`src/rtl/score_keeper.sv`:
```
// Game-statistics accumulator: BCD score, lines and level digits for the status area.
// A small sequential engine adds the base score (level+1) times, then updates lines and level.
module score_keeper #(
  parameter int NUMBER_LEN      = 6,
  parameter int MAX_LEVEL       = 20,
  parameter int LINES_PER_LEVEL = 10
) (
  input  logic                       clk_i,
  input  logic                       rst_i,
  input  logic                       new_game_i,
  input  logic                       clear_stb_i,
  input  logic [2:0]                 clear_cnt_i,
  output logic [NUMBER_LEN-1:0][3:0] score_o,
  output logic [NUMBER_LEN-1:0][3:0] lines_o,
  output logic [NUMBER_LEN-1:0][3:0] level_o,
  output logic                       busy_o,
  output logic                       level_up_o
);

  typedef logic [NUMBER_LEN-1:0][3:0] bcd_t;
  typedef enum logic [1:0] {IDLE, ADD_SCORE, ADD_LINES, LEVEL} state_t;

  // Handshake: clear_stb_i has no ready; busy_o=1 means "not ready" and any
  // strobe seen while busy (or with a count outside 1..4) is dropped, never queued.

  function automatic bcd_t bcd_add(input bcd_t a, input bcd_t b);
    bcd_t       r;
    logic [4:0] s;
    logic       c;
    r = '0;
    c = 1'b0;
    for (int i = 0; i < NUMBER_LEN; i++) begin
      s = {1'b0, a[i]} + {1'b0, b[i]} + {4'b0, c};
      if (s > 5'd9) begin
        r[i] = 4'(s - 5'd10);
        c    = 1'b1;
      end else begin
        r[i] = s[3:0];
        c    = 1'b0;
      end
    end
    // Overflow out of the top digit pins the counter at all nines.
    if (c) r = {NUMBER_LEN{4'd9}};
    return r;
  endfunction

  function automatic bcd_t digit_bcd(input logic [3:0] d);
    bcd_t r;
    r    = '0;
    r[0] = d;
    return r;
  endfunction

  function automatic bcd_t base_for(input logic [2:0] cnt);
    bcd_t r;
    r = '0;
    case (cnt)
      3'd1:    r[1] = 4'd4;
      3'd2:    r[2] = 4'd1;
      3'd3:    r[2] = 4'd3;
      3'd4:    begin r[3] = 4'd1; r[2] = 4'd2; end
      default: r = '0;
    endcase
    return r;
  endfunction

  state_t     state_q, state_d;
  bcd_t       score_q, score_d;
  bcd_t       lines_q, lines_d;
  bcd_t       level_q, level_d;
  bcd_t       base_q, base_d;
  logic [6:0] level_bin_q, level_bin_d;
  logic [6:0] iter_q, iter_d;
  logic [2:0] cnt_q, cnt_d;
  logic       busy_q, busy_d;
  logic       level_up_q, level_up_d;

  always_comb begin
    state_d     = state_q;
    score_d     = score_q;
    lines_d     = lines_q;
    level_d     = level_q;
    base_d      = base_q;
    level_bin_d = level_bin_q;
    iter_d      = iter_q;
    cnt_d       = cnt_q;
    busy_d      = busy_q;
    level_up_d  = 1'b0;
    case (state_q)
      IDLE: begin
        if (clear_stb_i && clear_cnt_i >= 3'd1 && clear_cnt_i <= 3'd4) begin
          cnt_d   = clear_cnt_i;
          base_d  = base_for(clear_cnt_i);
          iter_d  = level_bin_q + 7'd1;
          busy_d  = 1'b1;
          state_d = ADD_SCORE;
        end
      end
      ADD_SCORE: begin
        score_d = bcd_add(score_q, base_q);
        iter_d  = iter_q - 7'd1;
        if (iter_q == 7'd1) state_d = ADD_LINES;
      end
      ADD_LINES: begin
        lines_d = bcd_add(lines_q, digit_bcd({1'b0, cnt_q}));
        // The pending level-up is registered here so the pulse lines up with LEVEL.
        level_up_d = (({1'b0, lines_q[0]} + {2'b0, cnt_q}) >= 5'(LINES_PER_LEVEL)) &&
                     (level_bin_q < 7'(MAX_LEVEL));
        state_d = LEVEL;
      end
      LEVEL: begin
        if (level_up_q) begin
          level_d     = bcd_add(level_q, digit_bcd(4'd1));
          level_bin_d = level_bin_q + 7'd1;
        end
        busy_d  = 1'b0;
        state_d = IDLE;
      end
      default: state_d = IDLE;
    endcase
  end

  always_ff @(posedge clk_i) begin
    if (rst_i || new_game_i) begin
      state_q     <= IDLE;
      score_q     <= '0;
      lines_q     <= '0;
      level_q     <= '0;
      base_q      <= '0;
      level_bin_q <= '0;
      iter_q      <= '0;
      cnt_q       <= '0;
      busy_q      <= 1'b0;
      level_up_q  <= 1'b0;
    end else begin
      state_q     <= state_d;
      score_q     <= score_d;
      lines_q     <= lines_d;
      level_q     <= level_d;
      base_q      <= base_d;
      level_bin_q <= level_bin_d;
      iter_q      <= iter_d;
      cnt_q       <= cnt_d;
      busy_q      <= busy_d;
      level_up_q  <= level_up_d;
    end
  end

  assign score_o    = score_q;
  assign lines_o    = lines_q;
  assign level_o    = level_q;
  assign busy_o     = busy_q;
  assign level_up_o = level_up_q;

endmodule

```
`config.mk`:
```
export PLATFORM = sky130hd
export DESIGN_NAME = score_keeper
export DESIGN_NICKNAME = d
export VERILOG_FILES = /design/src/rtl/score_keeper.sv
export SDC_FILE = /design/constraint.sdc
export NUM_CORES = 1
export LEC_CHECK = 0
export ABC_AREA = 0
export ABC_CLOCK_PERIOD_IN_PS = 13000
export BUFFER_PORTS_ARGS = -buffer_cell sky130_fd_sc_hd__buf_4
export CAP_MARGIN = 20
export CORE_ASPECT_RATIO = 1.4
export CORE_MARGIN = 5
export CORE_UTILIZATION = 40
export DETAILED_ROUTE_END_ITERATION = 10
export GPL_ROUTABILITY_DRIVEN = 0
export PLACE_DENSITY = 0.67
export SYNTH_ARGS = -nofsm -noshare
export SYNTH_HDL_FRONTEND = slang
export SYNTH_SLANG_ARGS = --single-unit
```
`constraint.sdc`:
```
create_clock -name clk_i -period 13 [get_ports clk_i]
set_clock_uncertainty 0.1 [all_clocks]
set_input_delay 0.65 -clock clk_i [delete_from_list [all_inputs] [get_ports clk_i]]
set_output_delay 0.65 -clock clk_i [all_outputs]
set_load 0.05 [all_outputs]
```
==> flow_metrics.tcl <==
set metrics [dict create \
    worstRegToRegCells 40 \
    worst_ep_required_time_ps 13140 \
    setup_viol 0 \
    worstSkewPairLatency_ps 360 \
    yosys-top-cells-count "dfxtp_1 (97), nor2_1 (86), a21oi_1 (77)" \
    fp.dieH_um 169 \
    status "finished, final reports clean" \
    cts_root_buffer "clkbuf_16" \
    numPortBuffers 80 \
    cts_resized 0 \
    initial_core_util_pct 40.4 \
    arrival_ps 10210 \
    path_max_fanout 15 \
    max_stage_delay_ps 580 \
    slew-limit-headroom_pct 39.9 \
    seqCellArea_um2 1940 \
    cts_tree "built" \
    hp-class "flop to flop" \
    clockBufferDepth 2 \
    drt_iter0_drc 366 \
    path_clk_slew_ps 70 \
    worstSetupPathType "flop to flop" \
    grt_first_pass_wirelength_um 30800 \
    worstMarginPinSlew_ps 902 \
    postRouteWirelength_um 18300 \
    min_period_ps 10070 \
    drc 0 \
    rows 58 \
    hold_viol_final 0 \
    cpMostUsedCell "ha_1" \
    highest_layer "met4" \
    intPower_mw 0.446 \
    antenna_found_initial 0 \
    swShare_pct 25.3 \
    met3_length_um 682 \
    postCtsSetupBuffers 0 \
    crit_path_top_delay_cell "and3_1" \
    vias 6791 \
    ys_types 78 \
    wl_met1_um 7830 \
    p_seq_share_pct 50.4 \
    leakage_nw 3.37 \
    grt_max_degree 59 \
    seq_area_frac_synth_pct 27.0 \
    p_clk_share_pct 43.3 \
    setup_tns_ps 0 \
    syn_to_final_growth_pct 14.2 \
    ys_warn_count 0 \
    layout.nets 1034 \
    cts_sinks 97 \
    die_width_um 123 \
    synth_ff_type "dfxtp_1" \
    nFillCells 1839 \
    grt_pass1_vias 6431 \
    hold_depth 2 \
    maxSlewViolCount 0 \
    end_kind "flop" \
    synth_seq_cells 97 \
    yosysMostFrequentCell "dfxtp_1" \
    synth_edf_count 0 \
    dr.pass1.iters 4 \
    dpl.hpwl_um 13200 \
    grtUsageTotal_pct 17.9 \
    postSynthCellCount 917 \
    syn-num-nets 989 \
    wl_met2_um 9580 \
    switchingPower_mw 0.151 \
    layout-drive-gt1-share_pct 14.2 \
    timing.fmax_mhz 99.3 \
    synth.avg_cell_area_um2 7.86 \
    cts_hold_buf 0 \
    fin_crit_sh_pct 77.4 \
    pin_count 81 \
    maxCapViolations 0 \
    synth_top_area_share_pct 27.0 \
    antenna_cells 0 \
    netlist_area_um2 7200 \
    htreeDepth 3 \
    grt_overflow 0 \
    rsz0062_at_grt "false" \
    vias_per_cell 5.63 \
    start_kind "flop" \
    holdWs_ps 380 \
    p_comb_share_pct 6.3 \
    synth_area_leader_cell "dfxtp_1" \
    powerDensity_nw_per_um2 72.6 \
    multi_input_area_um2 4850 \
    ys_top_cells_by_area "dfxtp_1 (27%), ha_1 (11%), a21oi_1 (5.3%), nor2_1 (4.5%), o21ai_0 (3.5%)" \
    synthArstFlopShare_pct 0 \
    die_area_um2 20800 \
    numCtsBuffers 9 \
    routedWlPerCell_um 15.2 \
    core_area_um2 17900 \
    antenna_left 0 \
    ir_worst_vdd_mv 0.0539 \
]
==> area by class of cell <==
| cell class | count | share of cell area [%] |
|---|---|---|
| repair buffers | 86 | 7.85 |
| clock inverters | 6 | 0.502 |
| clock buffers | 10 | 2.90 |
| well taps | 240 | 3.65 |
| multi-input cells | 713 | 59.0 |
| inverters | 55 | 2.51 |
| flip-flops and latches | 97 | 23.6 |
==> cells by family (layout without fill, tap and decap cells) <==
group                    Yosys count  after routing  synth area share [%]
AND/OR/NAND/NOR                  313            313                  21.9
AO/OA/AOI/OAI                    286            286                  27.4
buffers and inverters            107            157                  5.77
flip-flops                        97             97                  27.0
adder cells (fa/ha/maj)           65             65                  11.7
XOR/XNOR                          35             35                  4.26
multiplexers                      14             14                  2.05
==> metrics by stage <==
step	setup slack, ps	total power, mW	util (%)	cells	instance area (um2)
2_1_floorplan	3340	0.334	-	917	7200
3_3_place_gp	3300	0.345	44.5	1191	7950
3_5_place_dp	2990	0.346	44.5	1191	7950
4_1_cts	2970	0.605	46.1	1207	8230
5_1_grt	2110	0.622	46.1	1207	8230
6_report	2930	0.598	46.1	1207	8230
==> final timing paths <==
| path | from | endpoint | slack (ps) |
|---|---|---|---|
| setup reg to reg | level_o[0] | level_o[1] | 2930 |
| setup / recovery | level_o[0] | level_o[1] | 2930 |
| hold reg to reg | score_o[0] | score_o[0] | 380 |
| hold / removal | score_o[0] | score_o[0] | 380 |
==> flip-flops by register name (all words and copies together), names as in the netlist <==
register / flops
level_up_o: 1
state_q: 2
busy_o: 1
lines_o: 24
iter_q: 7
score_o: 24
base_q: 4
cnt_q: 3
level_o: 24
level_bin_q: 7
==> cells in the final DEF (no fill, tap or decap), drive strengths merged, types with 8 or more instances in the layout <==
cell type | synthesis | final
a211oi | 16 | 16
a21oi | 77 | 77
a31oi | 14 | 14
and2 | 13 | 13
and3 | 15 | 15
buf | 7 | 86
clkbuf | 45 | 10
dfxtp | 97 | 97
ha | 61 | 61
inv | 54 | 55
mux2i | 8 | 8
nand2 | 57 | 57
nand2b | 15 | 15
nand3 | 43 | 43
nand4 | 8 | 8
nor2 | 86 | 86
nor2b | 26 | 26
nor3 | 10 | 10
nor4 | 14 | 14
o21ai | 60 | 60
o221a | 14 | 14
o221ai | 8 | 8
o32ai | 10 | 10
xnor2 | 27 | 27
xor2 | 8 | 8
==> worst max-delay path, delay by kind of cell, from the launching register on <==
| kind | cells | cell delay [ps] |
|---|---|---|
| adder cells (fa/ha/maj) | 16 | 4120 |
| AO/OA/AOI/OAI | 7 | 1760 |
| flip-flops | 1 | 450 |
| XOR/XNOR | 5 | 1220 |
| AND/OR/NAND/NOR | 12 | 2300 |
==> power by group through the flow <==
stage / sequential (mW) / combinational, mW / clock [mW]
finish: 0.301 / 0.0374 / 0.259
global route: 0.301 / 0.0415 / 0.279
CTS: 0.301 / 0.0377 / 0.266
detailed placement: 0.308 / 0.0375 / 0
global placement: 0.308 / 0.0372 / 0
floorplan: 0.310 / 0.0242 / 0
==> per-layer routing <==
| layer | GRT usage (%) | vias up |
|---|---|---|
| li1 | - | 3451 |
| met1 | 20.7 | 3212 |
| met2 | 33.5 | 111 |
| met3 | 2.97 | 17 |
| met4 | 4.77 | 0 |
| met5 | 0 | - |
(Power assumes the default switching activity.)
